**src/rtl/imm_decode_pipe.sv**
```systemverilog
// Registered RISC-V immediate decoder with valid/ready output and a 2-entry skid buffer.
// Optional compressed (RVC) decode is enabled by defining IMM_RVC_EN.

module imm_decode_pipe_dec #(
  parameter int XLEN = 32
) (
  input  logic [31:0]     instr,
  output logic [XLEN-1:0] imm,
  output logic [2:0]      typ
);
  localparam logic [2:0] T_NONE = 3'd0, T_I = 3'd1, T_S = 3'd2, T_B = 3'd3,
                         T_U = 3'd4, T_J = 3'd5, T_SH = 3'd6;

  function automatic logic [XLEN-1:0] sx(input logic [31:0] v);
    return XLEN'($signed(v));
  endfunction

  logic [6:0] op;
  logic [2:0] f3;
  assign op = instr[6:0];
  assign f3 = instr[14:12];

  always_comb begin
    imm = '0;
    typ = T_NONE;
`ifdef IMM_RVC_EN
    if (instr[1:0] != 2'b11) begin
      // 16-bit encodings: quadrant in [1:0], funct3 in [15:13]
      case ({instr[1:0], instr[15:13]})
        5'b01_000, 5'b01_010: begin
          typ = T_I;
          imm = sx({{26{instr[12]}}, instr[12], instr[6:2]});
        end
        5'b01_101: begin
          typ = T_J;
          imm = sx({{20{instr[12]}}, instr[12], instr[8], instr[10:9], instr[6],
                    instr[7], instr[2], instr[11], instr[5:3], 1'b0});
        end
        5'b01_110, 5'b01_111: begin
          typ = T_B;
          imm = sx({{23{instr[12]}}, instr[12], instr[6:5], instr[2],
                    instr[11:10], instr[4:3], 1'b0});
        end
        5'b00_010: begin
          typ = T_I;
          imm = XLEN'({instr[5], instr[12:10], instr[6], 2'b00});
        end
        5'b00_110: begin
          typ = T_S;
          imm = XLEN'({instr[5], instr[12:10], instr[6], 2'b00});
        end
        default: ;
      endcase
    end else
`endif
    begin
      case (op)
        7'b0010011, 7'b0000011, 7'b1100111, 7'b1110011, 7'b0011011: begin
          if (op == 7'b0011011 && XLEN != 64) begin
            typ = T_NONE;
          end else if ((op == 7'b0010011 || op == 7'b0011011) &&
                       (f3 == 3'b001 || f3 == 3'b101)) begin
            // shift amount only; funct7 bits stay out of the immediate
            typ = T_SH;
            if (XLEN == 32 || op == 7'b0011011) imm = XLEN'(instr[24:20]);
            else                                imm = XLEN'(instr[25:20]);
          end else begin
            typ = T_I;
            imm = sx({{20{instr[31]}}, instr[31:20]});
          end
        end
        7'b0100011: begin
          typ = T_S;
          imm = sx({{20{instr[31]}}, instr[31:25], instr[11:7]});
        end
        7'b1100011: begin
          typ = T_B;
          imm = sx({{19{instr[31]}}, instr[31], instr[7], instr[30:25], instr[11:8], 1'b0});
        end
        7'b0110111, 7'b0010111: begin
          typ = T_U;
          imm = sx({instr[31:12], 12'b0});
        end
        7'b1101111: begin
          typ = T_J;
          imm = sx({{11{instr[31]}}, instr[31], instr[19:12], instr[20], instr[30:21], 1'b0});
        end
        default: ;
      endcase
    end
  end
endmodule

module imm_decode_pipe #(
  parameter int              XLEN           = 32,
  parameter logic [XLEN-1:0] RESET_PC_FIELD = '0
) (
  input  logic            clk,
  input  logic            rst_n,
  input  logic            flush,
  input  logic            in_valid,
  output logic            in_ready,
  input  logic [31:0]     in_instr,
  input  logic [XLEN-1:0] in_pc,
  output logic            out_valid,
  input  logic            out_ready,
  output logic [XLEN-1:0] out_imm,
  output logic [2:0]      out_type,
  output logic [XLEN-1:0] out_target,
  output logic [XLEN-1:0] out_pc
);
  typedef struct packed {
    logic [XLEN-1:0] imm;
    logic [2:0]      typ;
    logic [XLEN-1:0] pc;
    logic [XLEN-1:0] tgt;
  } ent_t;

  logic [XLEN-1:0] dec_imm;
  logic [2:0]      dec_typ;
  ent_t            in_ent, a_q, b_q, a_n, b_n;
  logic            a_vld, b_vld, a_vld_n, b_vld_n, rdy_q;
  logic            acc, hs;

  imm_decode_pipe_dec #(.XLEN(XLEN)) u_dec (
    .instr (in_instr),
    .imm   (dec_imm),
    .typ   (dec_typ)
  );

  always_comb begin
    in_ent.imm = dec_imm;
    in_ent.typ = dec_typ;
    in_ent.pc  = in_pc;
    in_ent.tgt = in_pc + dec_imm;
  end

  assign acc = in_valid & rdy_q;
  assign hs  = a_vld & out_ready;

  // A is the output register, B catches the one instruction accepted while A stalls
  always_comb begin
    a_n     = a_q;
    b_n     = b_q;
    a_vld_n = a_vld;
    b_vld_n = b_vld;
    if (flush) begin
      a_vld_n = 1'b0;
      b_vld_n = 1'b0;
    end else if (!a_vld || hs) begin
      if (b_vld) begin
        a_n     = b_q;
        a_vld_n = 1'b1;
        b_vld_n = acc;
        if (acc) b_n = in_ent;
      end else begin
        a_vld_n = acc;
        if (acc) a_n = in_ent;
      end
    end else if (acc) begin
      b_n     = in_ent;
      b_vld_n = 1'b1;
    end
  end

  always_ff @(posedge clk or negedge rst_n) begin
    if (!rst_n) begin
      a_q   <= '{imm: '0, typ: '0, pc: RESET_PC_FIELD, tgt: '0};
      b_q   <= '{imm: '0, typ: '0, pc: RESET_PC_FIELD, tgt: '0};
      a_vld <= 1'b0;
      b_vld <= 1'b0;
      rdy_q <= 1'b1;
    end else begin
      a_q   <= a_n;
      b_q   <= b_n;
      a_vld <= a_vld_n;
      b_vld <= b_vld_n;
      rdy_q <= !b_vld_n;
    end
  end

  assign in_ready   = rdy_q;
  assign out_valid  = a_vld;
  assign out_imm    = a_q.imm;
  assign out_type   = a_q.typ;
  assign out_target = a_q.tgt;
  assign out_pc     = a_q.pc;
endmodule

```
**config.mk**
```make
export PLATFORM = sky130hd
export DESIGN_NAME = imm_decode_pipe
export DESIGN_NICKNAME = d
export VERILOG_FILES = /design/src/rtl/imm_decode_pipe.sv
export SDC_FILE = /design/constraint.sdc
export NUM_CORES = 1
export LEC_CHECK = 0
export ABC_AREA = 1
export CAP_MARGIN = 20
export CORE_MARGIN = 3
export CORE_UTILIZATION = 50
export CTS_CLUSTER_SIZE = 25
export DETAILED_ROUTE_END_ITERATION = 6
export GPL_TIMING_DRIVEN = 0
export PLACE_DENSITY = 0.77
export SYNTH_ARGS = -nofsm -noshare
export SYNTH_HDL_FRONTEND = slang
export SYNTH_SLANG_ARGS = --single-unit
```
**constraint.sdc**
```tcl
create_clock -name clk -period 2.4 [get_ports clk]
set_clock_uncertainty 0.2 [all_clocks]
set_input_delay 0.48 -clock clk [delete_from_list [all_inputs] [get_ports clk]]
set_output_delay 0.48 -clock clk [all_outputs]
set_load 0.02 [all_outputs]
```
==> results of run 1 <==
power by group through the flow:
| stage | Clock, mW | Sequential [mW] | Combinational (mW) |
|---|---|---|---|
| 2_1_floorplan | 0 | 4.79 | 1.12 |
| 4_1_cts | 3.55 | 4.45 | 2.95 |
| 5_1_grt | 3.69 | 4.54 | 3.41 |
| 6_report | 3.54 | 4.46 | 3.16 |
| 3_5_place_dp | 0 | 4.50 | 2.67 |
| 3_3_place_gp | 0 | 4.49 | 2.61 |
final timing paths:
path                                       end  slack [ns]  cells after the start
worst max-delay path            out_target[27]       -0.51                     23
worst min-delay path                   b_q[95]        0.28                      2
worst max register to register  out_target[30]       -0.08                      6
worst min register to register         b_q[95]        0.28                      2
max in group asynchronous              b_q[23]        0.62                      3
min in group asynchronous            out_pc[0]        0.36                      2
metal layers:
layer  up-vias  share of wire  track usage
met3       183          0.081      0.06759
met2       612           0.45       0.5390
met1      5741           0.40       0.4502
met4         0          0.069       0.1813
li1       5496              -            -
met5         -              0            0
area by class of cell:
cell class	instances	area, um2	area share
inverter	138	550.5	0.03204
multi-input combinational	1119	7493	0.4360
timing repair buffer	270	2661	0.1549
tap	280	350.3	0.02039
buffer	68	346.6	0.02017
clock buffer	33	653.1	0.03801
clock inverter	8	98.84	0.005752
sequential	201	5031	0.2928
layout by cell type (no fill, tap or decap), types with 21 or more instances in the layout:
cell / synthesis / layout
buf_4: 0 / 79
inv_1: 132 / 107
dfrtp_1: 200 / 200
clkbuf_16: 0 / 23
a21oi_1: 93 / 54
nand3_2: 2 / 23
a21oi_4: 0 / 21
ha_4: 0 / 31
nand2_2: 5 / 72
o21ai_0: 101 / 57
nor2_4: 5 / 29
nor2_1: 118 / 83
nand2_1: 580 / 465
nand2_4: 0 / 40
clkbuf_1: 43 / 42
a31oi_1: 33 / 33
inv_2: 5 / 24
clkdlybuf4s50_1: 0 / 158
o21ai_1: 34 / 61
cell families (layout without fill, tap and decap cells):
family          count (synthesis)  after routing  share of synthesized area
compound gates                283            283                     0.1407
flops                         201            201                     0.4507
xor+xnor                       14             14                    0.01099
fa+ha+maj                      32             32                    0.03654
simple gates                  790            790                     0.2886
buf+inv                       206            517                    0.07241
registers in the layout (all words and copies together), names as in the netlist:
signal / cells
out_target: 32
b_q: 99
in_ready: 1
b_vld: 1
out_type: 3
out_imm: 32
out_pc: 32
out_valid: 1
synth_stat cells, types with 6 or more instances:
cell        n  area (um2)
nand3_1    44       220.2
ha_1       31       387.9
o21ai_0   101       505.5
nor2_1    118       442.9
inv_1     132       495.5
clkbuf_1   43       161.4
xor2_1      8       70.07
nor3_1      9       45.04
o21bai_1    6       45.04
buf_1      12       45.04
nand4_2     7       87.58
nand2_1   580        2177
buf_2      10       50.05
nand4_1     9       56.30
nor2_2      6       37.54
o21a_1      6       45.04
a31oi_1    33       206.5
o21ai_1    34       170.2
dfrtp_1   200        5005
xnor2_1     6       52.55
a21oi_1    93       465.5
per-stage QoR:
step	hold slack (ns)	power, mW	instances	worst slack (ns)	utilization
final	0.2787	11.16	2117	-0.5064	0.7850
after global routing	0.2860	11.64	2117	-0.6428	0.7850
after CTS	0.2446	10.94	2097	-0.3553	0.7501
after detailed placement	0.2603	7.167	1976	-1.811	0.6261
after global placement	0.2567	7.097	1975	-7.698	0.6246
after floorplan	-0.01559	5.917	1526	-0.4088	-
worst register-to-register path: stages, from the launching register on:
cell and delay, ns:
dfrtp_1 0.32, buf_2 0.21, buf_1 0.65, buf_1 0.61
a21oi_1 0.18, nand2_2 0.15, nand2_2 0.06
what timing repair did:
action / 4_1_cts / 5_1_grt
gates cloned: 3 / 0
pin swaps: 120 / 106
gates resized for setup: 338 / 166
hold buffers: 1 / 0
endpoints found under the setup margin: 76 / 161
setup buffers: 76 / 23
endpoints found under the hold margin: 91 / 0
==> flow_metrics.env, run 1 <==
export IMPL_final_cell_area_um2=17190
export IMPL_crit_top_cell="nand2_1"
export IMPL_area_growth_pct=53.96
export IMPL_placement_io_buffers=169
export IMPL_die_h_um=155.4
export IMPL_synth_main_ff_cell="dfrtp_1"
export IMPL_seqPwrFrac=0.400
export IMPL_peakVddDrop_uv=510.6
export IMPL_pwr_share_comb=0.283
export IMPL_nFillCells=1464
export IMPL_grt_overflow=0
export IMPL_power_switching_share=0.3227
export IMPL_intPower_mw=7.560
export IMPL_p_switching_mw=3.602
export IMPL_clk_pin_slew_ns=0.06
export IMPL_ys_seq_area_frac=0.4507
export IMPL_syn_area_per_cell_um2=7.315
export IMPL_grt_antenna_before_repair=0
export IMPL_totalWireLength_um=43150
export IMPL_clk_latency_ns=0.52
export IMPL_critPathMaxStageDelay_ns=0.26
export IMPL_cellPowerDensity_nw_per_um2=649.5
export IMPL_yosys_warnings=0
export IMPL_ctsLongestPathBuffers=3
export IMPL_worst_slack_ns=-0.5064
export IMPL_crit_start="in_instr[6]"
export IMPL_synth_edf_count=0
export IMPL_drtIter0Drc=921
export IMPL_max_slew_margin_rel=0.4487
export IMPL_grt_usage=0.3429
export IMPL_grt_pass1_wl_um=64580
export IMPL_hold_path_class="reg2reg"
export IMPL_hpwl_um=29630
export IMPL_crit_family="simple AND/OR/NAND/NOR gates"
export IMPL_wire_per_inst_um=20.38
export IMPL_antenna_left=0
export IMPL_path_max_fanout=6
export IMPL_syn_inst=1526
export IMPL_route_vias_total=12030
export IMPL_async_flop_share=1.000
export IMPL_setup_violations=57
export IMPL_p_leak_nw=8.235
export IMPL_cts_sinks=201
export IMPL_required_ns=2.61
export IMPL_fin_nets=1922
export IMPL_synth_nets=1627
export IMPL_core_region_area_um2=21890
export IMPL_rows=54
export IMPL_viasPerCell=5.684
export IMPL_cts_root_buf="clkbuf_16"
export IMPL_start_util=0.5099
export IMPL_path_cells="buf_8 > nor2_4 > buf_6 > nand3_4 > nand3_4 > nand2_8 > a21oi_4 > nor2_4 > buf_12 > nor2_4 > ha_4 > nand2_2 > nand2_2 > a21oi_2 > nand2_4 > nand2_2 > nand2_4 > nand3b_1 > nand2_1 > nand2_1 > nand3_1 > nand2_1 > nand2_1"
export IMPL_crit_path_end_kind="flip-flop"
export IMPL_period_needed_ns=2.906
export IMPL_outcome="complete, but fails checks"
export IMPL_drc=3
export IMPL_final_period_utilization=1.211
export IMPL_grt_pass1_vias=11800
export IMPL_hold_violations=0
export IMPL_antennaDiodeCount=0
export IMPL_clkPwrFrac=0.317
export IMPL_min_from="b_q[95]"
export IMPL_first_pass_iters=7
export IMPL_failed_checks="design-rule violations, negative setup slack"
export IMPL_maxSlewViolCount=0
export IMPL_path_class="in2reg"
export IMPL_drv_cap=0
export IMPL_ctsHtreeMaxLevel=1
export IMPL_grt_max_degree=110
export IMPL_rsz0062_at_grt="yes"
export IMPL_drive_gt1_frac=0.2852
export IMPL_fin_tns_setup_ns=-20.21
export IMPL_fmax_ghz=0.3441
export IMPL_synth_cell_types=38
export IMPL_r2r_start="b_vld"
export IMPL_ys_ff_latch=201
export IMPL_worst_slew_pin_slew_ns=0.8269
export IMPL_crit_buf_inv=3
export IMPL_cts_tree="yes"
export IMPL_syn_area_um2=11160
export IMPL_gp_congestion=0.9862
export IMPL_cp_arrival_ns=3.12
export IMPL_critPathSlowestCell="ha_4"
export IMPL_floorplan_die_width_um=155.4
export IMPL_io_pins=170
export IMPL_cp_start_kind="input pin"
export IMPL_cts_buffers=23
export IMPL_die_area_um2=24150
export IMPL_place_area_um2=13710
Power figures use the tool's default switching activity.
==> inputs of run 2 (changes only) <==
--- a/config.mk
+++ b/config.mk
@@ -6,13 +6,14 @@
 export NUM_CORES = 1
 export LEC_CHECK = 0
 export ABC_AREA = 1
+export ABC_CLOCK_PERIOD_IN_PS = 2400
 export CAP_MARGIN = 20
 export CORE_MARGIN = 3
-export CORE_UTILIZATION = 50
+export CORE_UTILIZATION = 55
 export CTS_CLUSTER_SIZE = 25
 export DETAILED_ROUTE_END_ITERATION = 6
 export GPL_TIMING_DRIVEN = 0
-export PLACE_DENSITY = 0.77
+export PLACE_DENSITY = 0.83
 export SYNTH_ARGS = -nofsm -noshare
 export SYNTH_HDL_FRONTEND = slang
 export SYNTH_SLANG_ARGS = --single-unit
==> run 2 against run 1 <==
Net effect: combinational power grew 6%; hold slack got worse by 0.00090 ns; highest routed layer is now met5; total power increased by 3.2%; largest cell class unchanged; the run ends with negative setup slack left; first-iteration DRC count rose by 69%.
==> flow_metrics.env, run 2 (synthesis gave the netlist of run 1 again) <==
export IMPL_grt_max_degree=111
export IMPL_ctsHtreeMaxLevel=1
export IMPL_drtIter0Drc=1555
export IMPL_viasPerCell=6.405
export IMPL_rows=51
export IMPL_hold_violations=0
export IMPL_worst_slack_ns=-0.7077
export IMPL_grt_pass1_vias=12870
export IMPL_first_pass_iters=6
export IMPL_cp_start_kind="input pin"
export IMPL_mostFrequentLayoutCell="nand2_1"
export IMPL_crit_start="in_instr[0]"
export IMPL_grt_overflow=0
export IMPL_antennaDiodeCount=0
export IMPL_cellPowerDensity_nw_per_um2=665.0
export IMPL_cp_arrival_ns=3.32
export IMPL_antenna_left=0
export IMPL_cts_buffers=22
export IMPL_fin_nets=1921
export IMPL_peakVddDrop_uv=584.3
export IMPL_cts_sinks=201
export IMPL_io_pins=170
export IMPL_cts_root_buf="clkbuf_16"
export IMPL_fmax_ghz=0.3218
export IMPL_drv_cap=0
export IMPL_layout_common_cells="nand2_1 (462), dfrtp_1 (200), clkdlybuf4s50_1 (157), inv_1 (104), nor2_1 (85)"
export IMPL_grt_usage=0.4238
export IMPL_r2r_slack_ns=-0.22
export IMPL_top_register="b_q"
export IMPL_rsz0062_at_grt="yes"
export IMPL_path_max_fanout=6
export IMPL_clk_pin_slew_ns=0.06
export IMPL_min_from="b_q[20]"
export IMPL_cts_tree="yes"
export IMPL_p_leak_nw=8.285
export IMPL_hold_path_class="reg2reg"
export IMPL_maxSlewViolCount=0
export IMPL_hold_end="b_q[20]"
export IMPL_failed_checks="negative setup slack"
export IMPL_hpwl_um=29610
export IMPL_crit_path_end_kind="flip-flop"
export IMPL_fin_tns_setup_ns=-31.56
export IMPL_whs_path_depth=2
export IMPL_reg2reg_depth=6
export IMPL_wire_per_inst_um=25.10
export IMPL_floorplan_die_width_um=148.5
export IMPL_totalWireLength_um=52730
export IMPL_setup_violations=92
export IMPL_nFillCells=875
export IMPL_r2r_end="out_target[28]"
export IMPL_clk_latency_ns=0.53
export IMPL_finish_utilization=0.8781
export IMPL_start_util=0.5661
export IMPL_period_needed_ns=3.108
export IMPL_outcome="complete, but fails checks"
export IMPL_core_region_area_um2=19720
export IMPL_grt_pass1_wl_um=72350
export IMPL_area_growth_pct=55.12
export IMPL_max_slew_margin_rel=0.4083
export IMPL_route_vias_total=13460
export IMPL_ctsLongestPathBuffers=3
export IMPL_required_ns=2.61
export IMPL_die_area_um2=22040
export IMPL_final_period_utilization=1.295
export IMPL_largest_reg_flops=99
export IMPL_grt_antenna_before_repair=1
export IMPL_gp_congestion=1.009
export IMPL_drive_gt1_frac=0.2919
export IMPL_path_class="in2reg"
export IMPL_worst_slew_pin_slew_ns=0.8876
export IMPL_r2r_start="b_vld"
export IMPL_drc=0
export IMPL_placement_io_buffers=169
export IMPL_die_h_um=148.5
[run 2: repair_timing]
item,4_1_cts,5_1_grt
pin swaps,147,92
resized for setup,376,162
endpoints found under the hold margin,90,0
hold buffers,1,0
setup buffers,81,27
gates cloned,2,0
setup endpoints to repair,78,164
[run 2: per-stage QoR]
stage | std cells | setup WS (ns) | area (um2) | hold WS (ns) | power (mW)
after floorplan | 1526 | -0.4088 | 11630 | -0.01559 | 5.917
after global placement | 1960 | -7.587 | 13650 | 0.2555 | 7.084
after detailed placement | 1961 | -1.858 | 13690 | 0.2613 | 7.176
after CTS | 2083 | -0.3802 | 16630 | 0.2765 | 10.97
after global routing | 2101 | -0.7778 | 17310 | 0.2932 | 11.85
final | 2101 | -0.7077 | 17310 | 0.2778 | 11.51
[run 2: critical path, stage by stage]
cell and delay (ns):
buf_8 0.09, nand2_8 0.07, nor2_1 0.17, nand3_2 0.14
nand3_4 0.15, nand2_4 0.11, a21oi_4 0.20, nor2_4 0.06
buf_12 0.15, nor2_4 0.19, ha_4 0.27, a21oi_4 0.22
o21ai_1 0.14, nand2_1 0.15, nand3_4 0.16, nand3_4 0.13
nand2_1 0.05, nand2_1 0.09, nand3_1 0.10, nand2_1 0.13
nand2_1 0.06
[run 2: cell type report]
cell class,instances,area (um2),area share
inverter,138,558.0,0.03223
multi-input combinational,1119,7580,0.4378
sequential,201,5031,0.2906
clock inverter,5,50.05,0.002891
buffer,68,356.6,0.02060
timing repair buffer,270,2696,0.1557
tap,265,331.6,0.01915
clock buffer,35,710.7,0.04105
[run 2: worst max-delay path by stage]
stage | to | slack (ns)
after floorplan | out_target[26] | -0.41
after global placement | out_pc[25] | -7.59
after detailed placement | out_target[16] | -1.86
after CTS | out_target[27] | -0.38
after global routing | out_target[30] | -0.78
final | out_target[28] | -0.71
[run 2: where the power goes]
group / switching, mW / internal (mW)
clock network: 1.50 / 2.13
registers: 0.432 / 4.10
logic: 1.99 / 1.36
[run 2: layer usage]
layer  global-route usage  vias up  routed length [um]
li1                     -     5468                   -
met1               0.5303     6291               17730
met2               0.6661     1265               23660
met3              0.09994      430                6390
met4               0.2651        2                4931
met5                    0        -                  13
==> inputs of run 3 (changes only) <==
--- a/config.mk
+++ b/config.mk
@@ -7,13 +7,13 @@
 export LEC_CHECK = 0
 export ABC_AREA = 1
 export ABC_CLOCK_PERIOD_IN_PS = 2400
-export CAP_MARGIN = 20
 export CORE_MARGIN = 3
 export CORE_UTILIZATION = 55
 export CTS_CLUSTER_SIZE = 25
 export DETAILED_ROUTE_END_ITERATION = 6
 export GPL_TIMING_DRIVEN = 0
 export PLACE_DENSITY = 0.83
+export SKIP_CTS_REPAIR_TIMING = 1
 export SYNTH_ARGS = -nofsm -noshare
 export SYNTH_HDL_FRONTEND = slang
 export SYNTH_SLANG_ARGS = --single-unit
==> run 3 against run 2 <==
Net effect: the flow finishes with violations (design-rule violations, negative setup slack); clock-buffer cell count is the same; register-to-register slack gained 0.23 ns; setup slack gained 0.11 ns; combinational power shrank 10%; total power shrank 4.2%; utilization shrank 6.0 points; flip-flop and latch count is the same; critical path type unchanged; largest power group unchanged.
==> flow_metrics.env, run 3 (synthesis gave the netlist of run 1 again) <==
export IMPL_layout_common_cells="nand2_1 (505), dfrtp_1 (200), clkdlybuf4s50_1 (158), inv_1 (116), nor2_1 (88)"
export IMPL_area_growth_pct=44.51
export IMPL_grt_max_degree=111
export IMPL_totalWireLength_um=43410
export IMPL_path_depth=25
export IMPL_ctsHtreeMaxLevel=1
export IMPL_cp_arrival_ns=3.21
export IMPL_placement_io_buffers=169
export IMPL_crit_start="in_instr[4]"
export IMPL_cp_start_kind="input pin"
export IMPL_failed_checks="design-rule violations, negative setup slack"
export IMPL_floorplan_die_width_um=148.5
export IMPL_antenna_left=0
export IMPL_io_pins=170
export IMPL_wire_per_inst_um=21.12
export IMPL_path_class="in2reg"
export IMPL_die_area_um2=22040
export IMPL_grt_overflow=0
export IMPL_top_register="b_q"
export IMPL_cts_tree="yes"
export IMPL_grt_pass1_wl_um=60510
export IMPL_maxSlewViolCount=0
export IMPL_worst_slew_pin_slew_ns=0.7546
export IMPL_endpoint="out_target[31]"
export IMPL_fin_nets=1876
export IMPL_p_leak_nw=7.820
export IMPL_rows=51
export IMPL_dp_cells=1961
export IMPL_met1Wirelength_um=16860
export IMPL_viasPerCell=5.888
export IMPL_crit_path_end_kind="flip-flop"
export IMPL_outcome="complete, but fails checks"
export IMPL_clk_pin_slew_ns=0.06
export IMPL_layout_cells_non_filler=2056
export IMPL_fmax_ghz=0.3332
export IMPL_hold_violations=0
export IMPL_drtIter0Drc=1189
export IMPL_drive_gt1_frac=0.2194
export IMPL_path_max_fanout=5
export IMPL_min_from="in_instr[3]"
export IMPL_cts_buffers=22
export IMPL_worst_slack_ns=-0.6014
export IMPL_core_region_area_um2=19720
export IMPL_setup_violations=57
export IMPL_critPathSlowestCell="ha_4"
export IMPL_fin_tns_setup_ns=-23.00
export IMPL_r2r_start="b_vld"
export IMPL_crit_buf_inv=5
export IMPL_r2r_slack_ns=0.01
export IMPL_mostFrequentLayoutCell="nand2_1"
export IMPL_peakVddDrop_uv=571.0
export IMPL_critPathMaxStageDelay_ns=0.32
export IMPL_cts_root_buf="clkbuf_16"
export IMPL_start_util=0.5661
export IMPL_gp_congestion=1.009
export IMPL_wl_met2_um=20270
export IMPL_grt_antenna_before_repair=0
export IMPL_first_pass_iters=7
export IMPL_cellPowerDensity_nw_per_um2=683.7
export IMPL_cts_sinks=201
export IMPL_clk_latency_ns=0.52
export IMPL_required_ns=2.61
export IMPL_hold_path_class="in2reg"
export IMPL_period_needed_ns=3.001
export IMPL_wl_met3_um=3926
export IMPL_dr_max_layer_used="met4"
export IMPL_r2r_end="b_q[88]"
export IMPL_reg2reg_depth=8
export IMPL_largest_reg_flops=99
export IMPL_final_period_utilization=1.251
export IMPL_rsz0062_at_grt="yes"
export IMPL_crit_family="simple AND/OR/NAND/NOR gates"
export IMPL_drc=2
export IMPL_drv_cap=0
export IMPL_route_vias_total=12110
export IMPL_antennaDiodeCount=0
export IMPL_grt_pass1_vias=10890
export IMPL_max_slew_margin_rel=0.4969
export IMPL_grt_usage=0.3506
export IMPL_hpwl_um=29610
export IMPL_die_h_um=148.5
export IMPL_ctsLongestPathBuffers=3
==> run 3: changes by cell type in the layout (fill, tap and decap cells not counted), moves of 8 or more <==
cell     change
a21oi_4     -13
buf_4       -33
inv_1       +12
inv_2       -11
nand2_1     +43
nand2_2     -27
nand2_4      -8
nand2_8      -8
nand3_1     +12
nor2_4       -8
o21ai_0     +11
==> run 3: power by group <==
group / total, mW / internal (mW) / switching [mW]
logic: 3.00 / 1.26 / 1.74
registers: 4.48 / 4.10 / 0.380
clock network: 3.55 / 2.13 / 1.42
total: 11.0 / 7.49 / 3.54
==> run 3: metal layers <==
layer | vias to the layer above | global-route usage
met5 | - | 0
met4 | 0 | 0.1085
met3 | 189 | 0.05027
met2 | 751 | 0.5656
met1 | 5778 | 0.4951
li1 | 5387 | -
==> run 3: worst min-delay path by stage <==
stage	end	slack, ns	depth (start not counted)
final	b_q[66]	0.27	5
after global routing	b_q[82]	0.29	2
after CTS	out_pc[2]	-0.20	1
after detailed placement	b_q[82]	0.26	2
after global placement	b_q[93]	0.26	2
after floorplan	b_q[0]	-0.02	0
==> run 3: per-stage QoR <==
step           area [um2]  worst slack [ns]  utilization  total power, mW  hold WS [ns]
2_1_floorplan       11630           -0.4088            -            5.917      -0.01559
3_3_place_gp        13650            -7.587       0.6925            7.084        0.2555
6_report            16130           -0.6014       0.8181            11.03        0.2697
3_5_place_dp        13690            -1.858       0.6941            7.176        0.2613
4_1_cts             14450            -1.354       0.7327            10.67       -0.2002
5_1_grt             16130           -0.6584       0.8181            11.47        0.2924
==> run 3: cell type report <==
type | instances | area [um2]
timing repair buffer | 225 | 2293
clock buffer | 35 | 710.7
buffer | 68 | 346.6
tap | 265 | 331.6
fill | 1222 | 3587
clock inverter | 5 | 50.05
multi-input combinational | 1119 | 6819
inverter | 138 | 548.0
sequential | 201 | 5031
==> run 3: tightest hold or removal path, cell delays in order <==
cell	delay, ns
buf_12	0.10
buf_4	0.12
o21ai_0	0.12
nand2_1	0.09
nand2_1	0.04
